--- src/rtl/multi_driver_resolver_if.sv ---
// Bundle of driver inputs and resolved channel outputs for multi_driver_resolver.
// The master side drives the candidate sources; the slave side is the resolver.
interface multi_driver_resolver_if #(
  parameter int unsigned WIDTH = 8,
  parameter int unsigned NSRC  = 2,
  parameter int unsigned NCH   = 2,
  parameter int unsigned CNT_W = 16
);
  localparam int unsigned SRC_W = (NSRC > 1) ? $clog2(NSRC) : 1;

  logic [NCH*NSRC*WIDTH-1:0] src_data;
  logic [NCH*NSRC-1:0]       src_conn;
  logic [NCH*NSRC-1:0]       src_req;
  logic [NCH*WIDTH-1:0]      out_data;
  logic [NCH-1:0]            out_valid;
  logic [NCH*SRC_W-1:0]      out_src;
  logic [NCH-1:0]            conflict;
  logic [NCH-1:0]            floating;
  logic [CNT_W-1:0]          conflict_cnt;

  modport master (
    output src_data, src_conn, src_req,
    input  out_data, out_valid, out_src, conflict, floating, conflict_cnt
  );

  modport slave (
    input  src_data, src_conn, src_req,
    output out_data, out_valid, out_src, conflict, floating, conflict_cnt
  );
endinterface

--- src/rtl/multi_driver_resolver.sv ---
// Per-channel resolver of several optionally-connected drivers with contention/float flags.
// Optional macro MDR_FIXED_PRIORITY_EN: highest-index eligible driver wins instead of round-robin.
module multi_driver_resolver #(
  parameter int unsigned           WIDTH   = 8,
  parameter int unsigned           NSRC    = 2,
  parameter int unsigned           NCH     = 2,
  parameter logic [WIDTH-1:0]      TIE_VAL = '0,
  parameter int unsigned           CNT_W   = 16
) (
  input logic                      clk,
  input logic                      rst,
  multi_driver_resolver_if.slave   bus
);
  localparam int unsigned SRC_W = (NSRC > 1) ? $clog2(NSRC) : 1;

  logic [NCH*WIDTH-1:0] out_data_q,  out_data_d;
  logic [NCH-1:0]       out_valid_q, out_valid_d;
  logic [NCH*SRC_W-1:0] out_src_q,   out_src_d;
  logic [NCH-1:0]       conflict_q,  conflict_d;
  logic [NCH-1:0]       floating_q,  floating_d;
  logic [CNT_W-1:0]     cnt_q,       cnt_d;
`ifndef MDR_FIXED_PRIORITY_EN
  logic [NCH*SRC_W-1:0] ptr_q,       ptr_d;
`endif

  // Per-channel eligibility, grant selection and next-state outputs
  always_comb begin
    logic [NSRC-1:0] conn;
    logic [NSRC-1:0] elig;
    int unsigned     g;
`ifndef MDR_FIXED_PRIORITY_EN
    int unsigned     idx;
    logic            found;
`endif
    out_data_d  = out_data_q;
    out_valid_d = '0;
    out_src_d   = out_src_q;
    conflict_d  = '0;
    floating_d  = '0;
    cnt_d       = cnt_q;
`ifndef MDR_FIXED_PRIORITY_EN
    ptr_d       = ptr_q;
`endif
    for (int unsigned c = 0; c < NCH; c++) begin
      conn = bus.src_conn[c*NSRC +: NSRC];
      elig = conn & bus.src_req[c*NSRC +: NSRC];
      g    = 0;
`ifdef MDR_FIXED_PRIORITY_EN
      for (int unsigned s = 0; s < NSRC; s++) begin
        if (elig[s]) g = s;
      end
`else
      // First eligible driver at or after the pointer, wrapping to 0
      found = 1'b0;
      for (int unsigned k = 0; k < NSRC; k++) begin
        idx = 32'(ptr_q[c*SRC_W +: SRC_W]) + k;
        if (idx >= NSRC) idx = idx - NSRC;
        if (!found && elig[idx]) begin
          g     = idx;
          found = 1'b1;
        end
      end
`endif
      if (conn == '0) begin
        floating_d[c]                  = 1'b1;
        out_data_d[c*WIDTH +: WIDTH]   = TIE_VAL;
      end else if (elig != '0) begin
        out_data_d[c*WIDTH +: WIDTH]   = bus.src_data[(c*NSRC + g)*WIDTH +: WIDTH];
        out_src_d[c*SRC_W +: SRC_W]    = SRC_W'(g);
        out_valid_d[c]                 = 1'b1;
        conflict_d[c]                  = (elig & (elig - NSRC'(1))) != '0;
`ifndef MDR_FIXED_PRIORITY_EN
        ptr_d[c*SRC_W +: SRC_W]        = (g == NSRC - 1) ? SRC_W'(0) : SRC_W'(g + 1);
`endif
      end
    end
    // Saturating accumulation, one step per conflicting channel
    for (int unsigned c = 0; c < NCH; c++) begin
      if (conflict_d[c] && (cnt_d != {CNT_W{1'b1}})) cnt_d = cnt_d + CNT_W'(1);
    end
  end

  always_ff @(posedge clk or posedge rst) begin
    if (rst) begin
      out_data_q  <= {NCH{TIE_VAL}};
      out_valid_q <= '0;
      out_src_q   <= '0;
      conflict_q  <= '0;
      floating_q  <= '1;
      cnt_q       <= '0;
`ifndef MDR_FIXED_PRIORITY_EN
      ptr_q       <= '0;
`endif
    end else begin
      out_data_q  <= out_data_d;
      out_valid_q <= out_valid_d;
      out_src_q   <= out_src_d;
      conflict_q  <= conflict_d;
      floating_q  <= floating_d;
      cnt_q       <= cnt_d;
`ifndef MDR_FIXED_PRIORITY_EN
      ptr_q       <= ptr_d;
`endif
    end
  end

  assign bus.out_data     = out_data_q;
  assign bus.out_valid    = out_valid_q;
  assign bus.out_src      = out_src_q;
  assign bus.conflict     = conflict_q;
  assign bus.floating     = floating_q;
  assign bus.conflict_cnt = cnt_q;
endmodule

--- src/flat_wrapper.sv ---
// flat-port wrapper written by rule: the top's interface ports become plain ports
module multi_driver_resolver_flat 
#(
  parameter int unsigned           WIDTH   = 8,
  parameter int unsigned           NSRC    = 2,
  parameter int unsigned           NCH     = 2,
  parameter logic [WIDTH-1:0]      TIE_VAL = '0,
  parameter int unsigned           CNT_W   = 16
)
  (clk, rst, bus_src_data, bus_src_conn, bus_src_req, bus_out_data, bus_out_valid, bus_out_src, bus_conflict, bus_floating, bus_conflict_cnt);
  multi_driver_resolver_if #(.WIDTH(WIDTH), .NSRC(NSRC), .NCH(NCH), .CNT_W(CNT_W)) bus_i ();
  input logic clk;
  input logic rst;
  input wire logic [$bits(bus_i.src_data)-1:0] bus_src_data;
  input wire logic [$bits(bus_i.src_conn)-1:0] bus_src_conn;
  input wire logic [$bits(bus_i.src_req)-1:0] bus_src_req;
  output wire logic [$bits(bus_i.out_data)-1:0] bus_out_data;
  output wire logic [$bits(bus_i.out_valid)-1:0] bus_out_valid;
  output wire logic [$bits(bus_i.out_src)-1:0] bus_out_src;
  output wire logic [$bits(bus_i.conflict)-1:0] bus_conflict;
  output wire logic [$bits(bus_i.floating)-1:0] bus_floating;
  output wire logic [$bits(bus_i.conflict_cnt)-1:0] bus_conflict_cnt;
  assign bus_i.src_data = bus_src_data;
  assign bus_i.src_conn = bus_src_conn;
  assign bus_i.src_req = bus_src_req;
  assign bus_out_data = bus_i.out_data;
  assign bus_out_valid = bus_i.out_valid;
  assign bus_out_src = bus_i.out_src;
  assign bus_conflict = bus_i.conflict;
  assign bus_floating = bus_i.floating;
  assign bus_conflict_cnt = bus_i.conflict_cnt;
  multi_driver_resolver #(.WIDTH(WIDTH), .NSRC(NSRC), .NCH(NCH), .TIE_VAL(TIE_VAL), .CNT_W(CNT_W)) u_core (.clk(clk), .rst(rst), .bus(bus_i));
endmodule
--- config.mk ---
export PLATFORM = sky130hd
export DESIGN_NAME = multi_driver_resolver_flat
export DESIGN_NICKNAME = d
export VERILOG_FILES = /design/src/rtl/multi_driver_resolver_if.sv /design/src/rtl/multi_driver_resolver.sv /design/src/flat_wrapper.sv
export SDC_FILE = /design/constraint.sdc
export NUM_CORES = 1
export LEC_CHECK = 0
export CORE_MARGIN = 5
export CORE_UTILIZATION = 42
export DETAILED_ROUTE_END_ITERATION = 10
export PLACE_DENSITY = 0.77
export SETUP_SLACK_MARGIN = 0.2
export SYNTH_ARGS = -nofsm -noshare
export SYNTH_HDL_FRONTEND = slang
export SYNTH_SLANG_ARGS = --single-unit
--- constraint.sdc ---
create_clock -name clk -period 2.6 [get_ports clk]
set_input_delay 0.39 -clock clk [delete_from_list [all_inputs] [get_ports clk]]
set_output_delay 0.39 -clock clk [all_outputs]
set_load 0.005 [all_outputs]
==> flow_summary.json <==
{
  "status": "finished, violations left",
  "failed_checks": "setup timing",
  "crit_family": "simple AND/OR/NAND/NOR gates",
  "ir_drop_mv": 0.323,
  "synth-edff-count": 0,
  "ys_top_cells_by_area": "dfrtp_1, mux2i_1, o21ai_0",
  "rows": 28,
  "avgRoutedWirePerCell_um": 16.8,
  "cp-start-kind": "flop",
  "period_minus_slack_ps": 2770,
  "place_inst": 468,
  "cp_max_fo": 6,
  "area_delta_synth_final_pct": 70.9,
  "finalWorstSetupSlack_ps": -173,
  "viasPerCell": 5.56,
  "async_flop_share": 1.00,
  "grt_max_degree": 43,
  "total_power_mw": 2.28,
  "final_hold_viol_count": 0,
  "detail-route-antenna-nets": 0,
  "netlist.area_leader.share": 0.398,
  "diodes": 0,
  "leakage_nw": 1.96,
  "clk_latency_ps": 310,
  "netlist_instances": 272,
  "initial_core_util": 0.427,
  "vias": 2740,
  "cts_tree": "done",
  "globalplace.congestion": 0.966,
  "synth_common_cells": "dfrtp_1, nand2_1, o21ai_0",
  "syn_area_um2": 2510,
  "drive_gt1_frac": 0.316,
  "crit_type": "reg2reg",
  "drt_drc_violations_left": 0,
  "globalRouteTotalUtil": 0.215,
  "use_met1": 0.256,
  "fin_nets": 460,
  "wl_um": 8270,
  "ys_seq_area_frac": 0.419,
  "clockBufferDepth": 2,
  "mappedNetlistNets": 315,
  "slew_headroom": 0.654,
  "endpoint_kind": "flop",
  "cts_buffers": 5,
  "clkTransAtPathRegs_ps": 80,
  "cts.sinks": 42,
  "syn_avg_cell_area_um2": 9.25,
  "cp.arrival_ps": 2990,
  "cap_violations": 0,
  "p_per_area_nw_per_um2": 531,
  "die_area_um2": 7640,
  "cpPeakStageDelay_ps": 580,
  "required_ps": 2820,
  "dp_hpwl_um": 5700,
  "period_share": 1.07,
  "grt_pass1_wl_um": 13100,
  "htreeDepth": 2,
  "slew_viol_final": 0,
  "drtPass1Iterations": 4,
  "finClkSkew_ps": 6.96,
  "crit_chain": "nand2_2, or4_4, or4_4, a211oi_4, and4bb_4, a31oi_4, buf_4, buf_6, nor3_2",
  "fin_cells": 493,
  "die_h_um": 87.4,
  "core_area_um2": 5890,
  "met2_usage": 0.375,
  "grt_pass1_vias": 2738,
  "yosysMostFrequentCell": "dfrtp_1",
  "rsz0062_at_grt": "true",
  "hp-class": "reg2reg",
  "ios": 82,
  "path_common_cell": "or4_4",
  "tightest_slew_ps": 519,
  "drt_iter0_markers": 146,
  "ys_warn_count": 0,
  "ys_seq_elements": 42,
  "port_buffers": 81,
  "grt_busiest_layer": "met2",
  "ys_types": 55,
  "fmax_mhz": 361,
  "use_met3": 0.0643,
  "synth_ff_type": "dfrtp_1",
  "cp.buffers_inverters": 2,
  "tns_ps": -861,
  "yosys.area.top_type": "dfrtp_1",
  "die_x_um": 87.4,
  "slowest_stage": "or4_4",
  "fin_area_um2": 4300,
  "grt_overflow": 0,
  "root_buffer": "clkbuf_8",
  "holdWs_ps": 489,
  "finalSetupViolCount": 14,
  "grt_antenna_before_repair": 0,
  "place_area_um2": 3800
}
## worst register-to-register path: stages (launching register included)
cell	delay (ps)
dfrtp_1	410
nand2_2	90
or4_4	580
or4_4	520
a211oi_4	240
and4bb_4	340
a31oi_4	140
buf_4	160
buf_6	100
nor3_2	120
## power by group
group	total [mW]	internal [mW]	switching, mW
sequential	0.790	0.735	0.0548
clock	0.653	0.410	0.243
combinational	0.840	0.468	0.373
total	2.28	1.61	0.670
## cells in the final DEF (no fill, tap or decap), types with 3 or more instances in the layout
master / netlist / layout
a21oi_1: 6 / 4
a21oi_2: 2 / 3
a31oi_1: 4 / 4
and2_1: 5 / 5
and4_1: 5 / 3
buf_4: 0 / 69
buf_6: 0 / 5
clkbuf_8: 0 / 6
clkdlybuf4s50_1: 0 / 77
dfrtp_1: 40 / 39
dlygate4sd2_1: 0 / 4
inv_1: 12 / 11
mux2i_1: 20 / 17
nand2_1: 25 / 20
nand2_2: 0 / 3
nand2b_1: 5 / 5
nand3_1: 24 / 21
nand3_2: 0 / 3
nand4_1: 10 / 10
nor2_1: 9 / 7
nor3_1: 6 / 3
o21ai_0: 25 / 22
or2_2: 3 / 3
xnor2_1: 5 / 5
xor2_1: 5 / 5
## path summary, 6_finish.rpt
| check | cells past startpoint | from | endpoint | slack (ps) |
|---|---|---|---|---|
| worst max register to register | 9 | u_core.bus.conflict_cnt[1] | u_core.bus.conflict_cnt[1] | -170 |
| worst max-delay path | 9 | u_core.bus.conflict_cnt[1] | u_core.bus.conflict_cnt[1] | -170 |
| max in group asynchronous | 3 | rst | u_core.bus.conflict_cnt[6] | 1700 |
| worst min register to register | 1 | u_core.ptr_q[0] | u_core.ptr_q[0] | 490 |
| worst min-delay path | 1 | u_core.ptr_q[0] | u_core.ptr_q[0] | 490 |
| min in group asynchronous | 3 | rst | u_core.bus.out_data[3] | 520 |
## timing repair
action,CTS,global route
pin swaps,18,21
setup endpoints to repair,16,16
hold buffers,0,0
setup buffers,10,7
resized for setup,38,20
endpoints found under the hold margin,0,0
## kinds of logic after synthesis
family	share of synthesized area
simple gates	0.254
compound gates	0.163
flops	0.419
buf+inv	0.0448
mux	0.0796
xor+xnor	0.0348
fa+ha+maj	0.00497
## per-stage QoR
| stage | setup WS, ps | util |
|---|---|---|
| after CTS | -78.4 | 0.707 |
| after floorplan | -86.5 | - |
| final | -173 | 0.730 |
| after global routing | -220 | 0.730 |
| after global placement | -674 | 0.646 |
| after detailed placement | -739 | 0.646 |
## layer usage
metal | routed length (um) | part of all wire | vias up
met5 | 0 | 0 | -
met4 | 120 | 0.015 | 0
met3 | 687 | 0.083 | 11
met2 | 4270 | 0.52 | 122
met1 | 3190 | 0.39 | 1326
li1 | - | - | 1281
## sequential cells by signal, indices dropped and copies added, names as in the netlist
name	flops
u_core.bus.floating	2
u_core.bus.out_valid	2
u_core.bus.out_src	2
u_core.bus.conflict_cnt	16
u_core.bus.conflict	2
u_core.ptr_q	2
u_core.bus.out_data	16
## cell type report
class,count,area (um2)
Tap cell,75,93.8
Inverter,12,45.0
Clock buffer,6,82.6
Sequential cell,42,1050
Multi-Input combinational cell,201,1580
Fill cell,443,1590
Timing Repair Buffer,155,1380
Clock inverter,2,60.1
No activity file was read; power rests on OpenSTA's default activity.
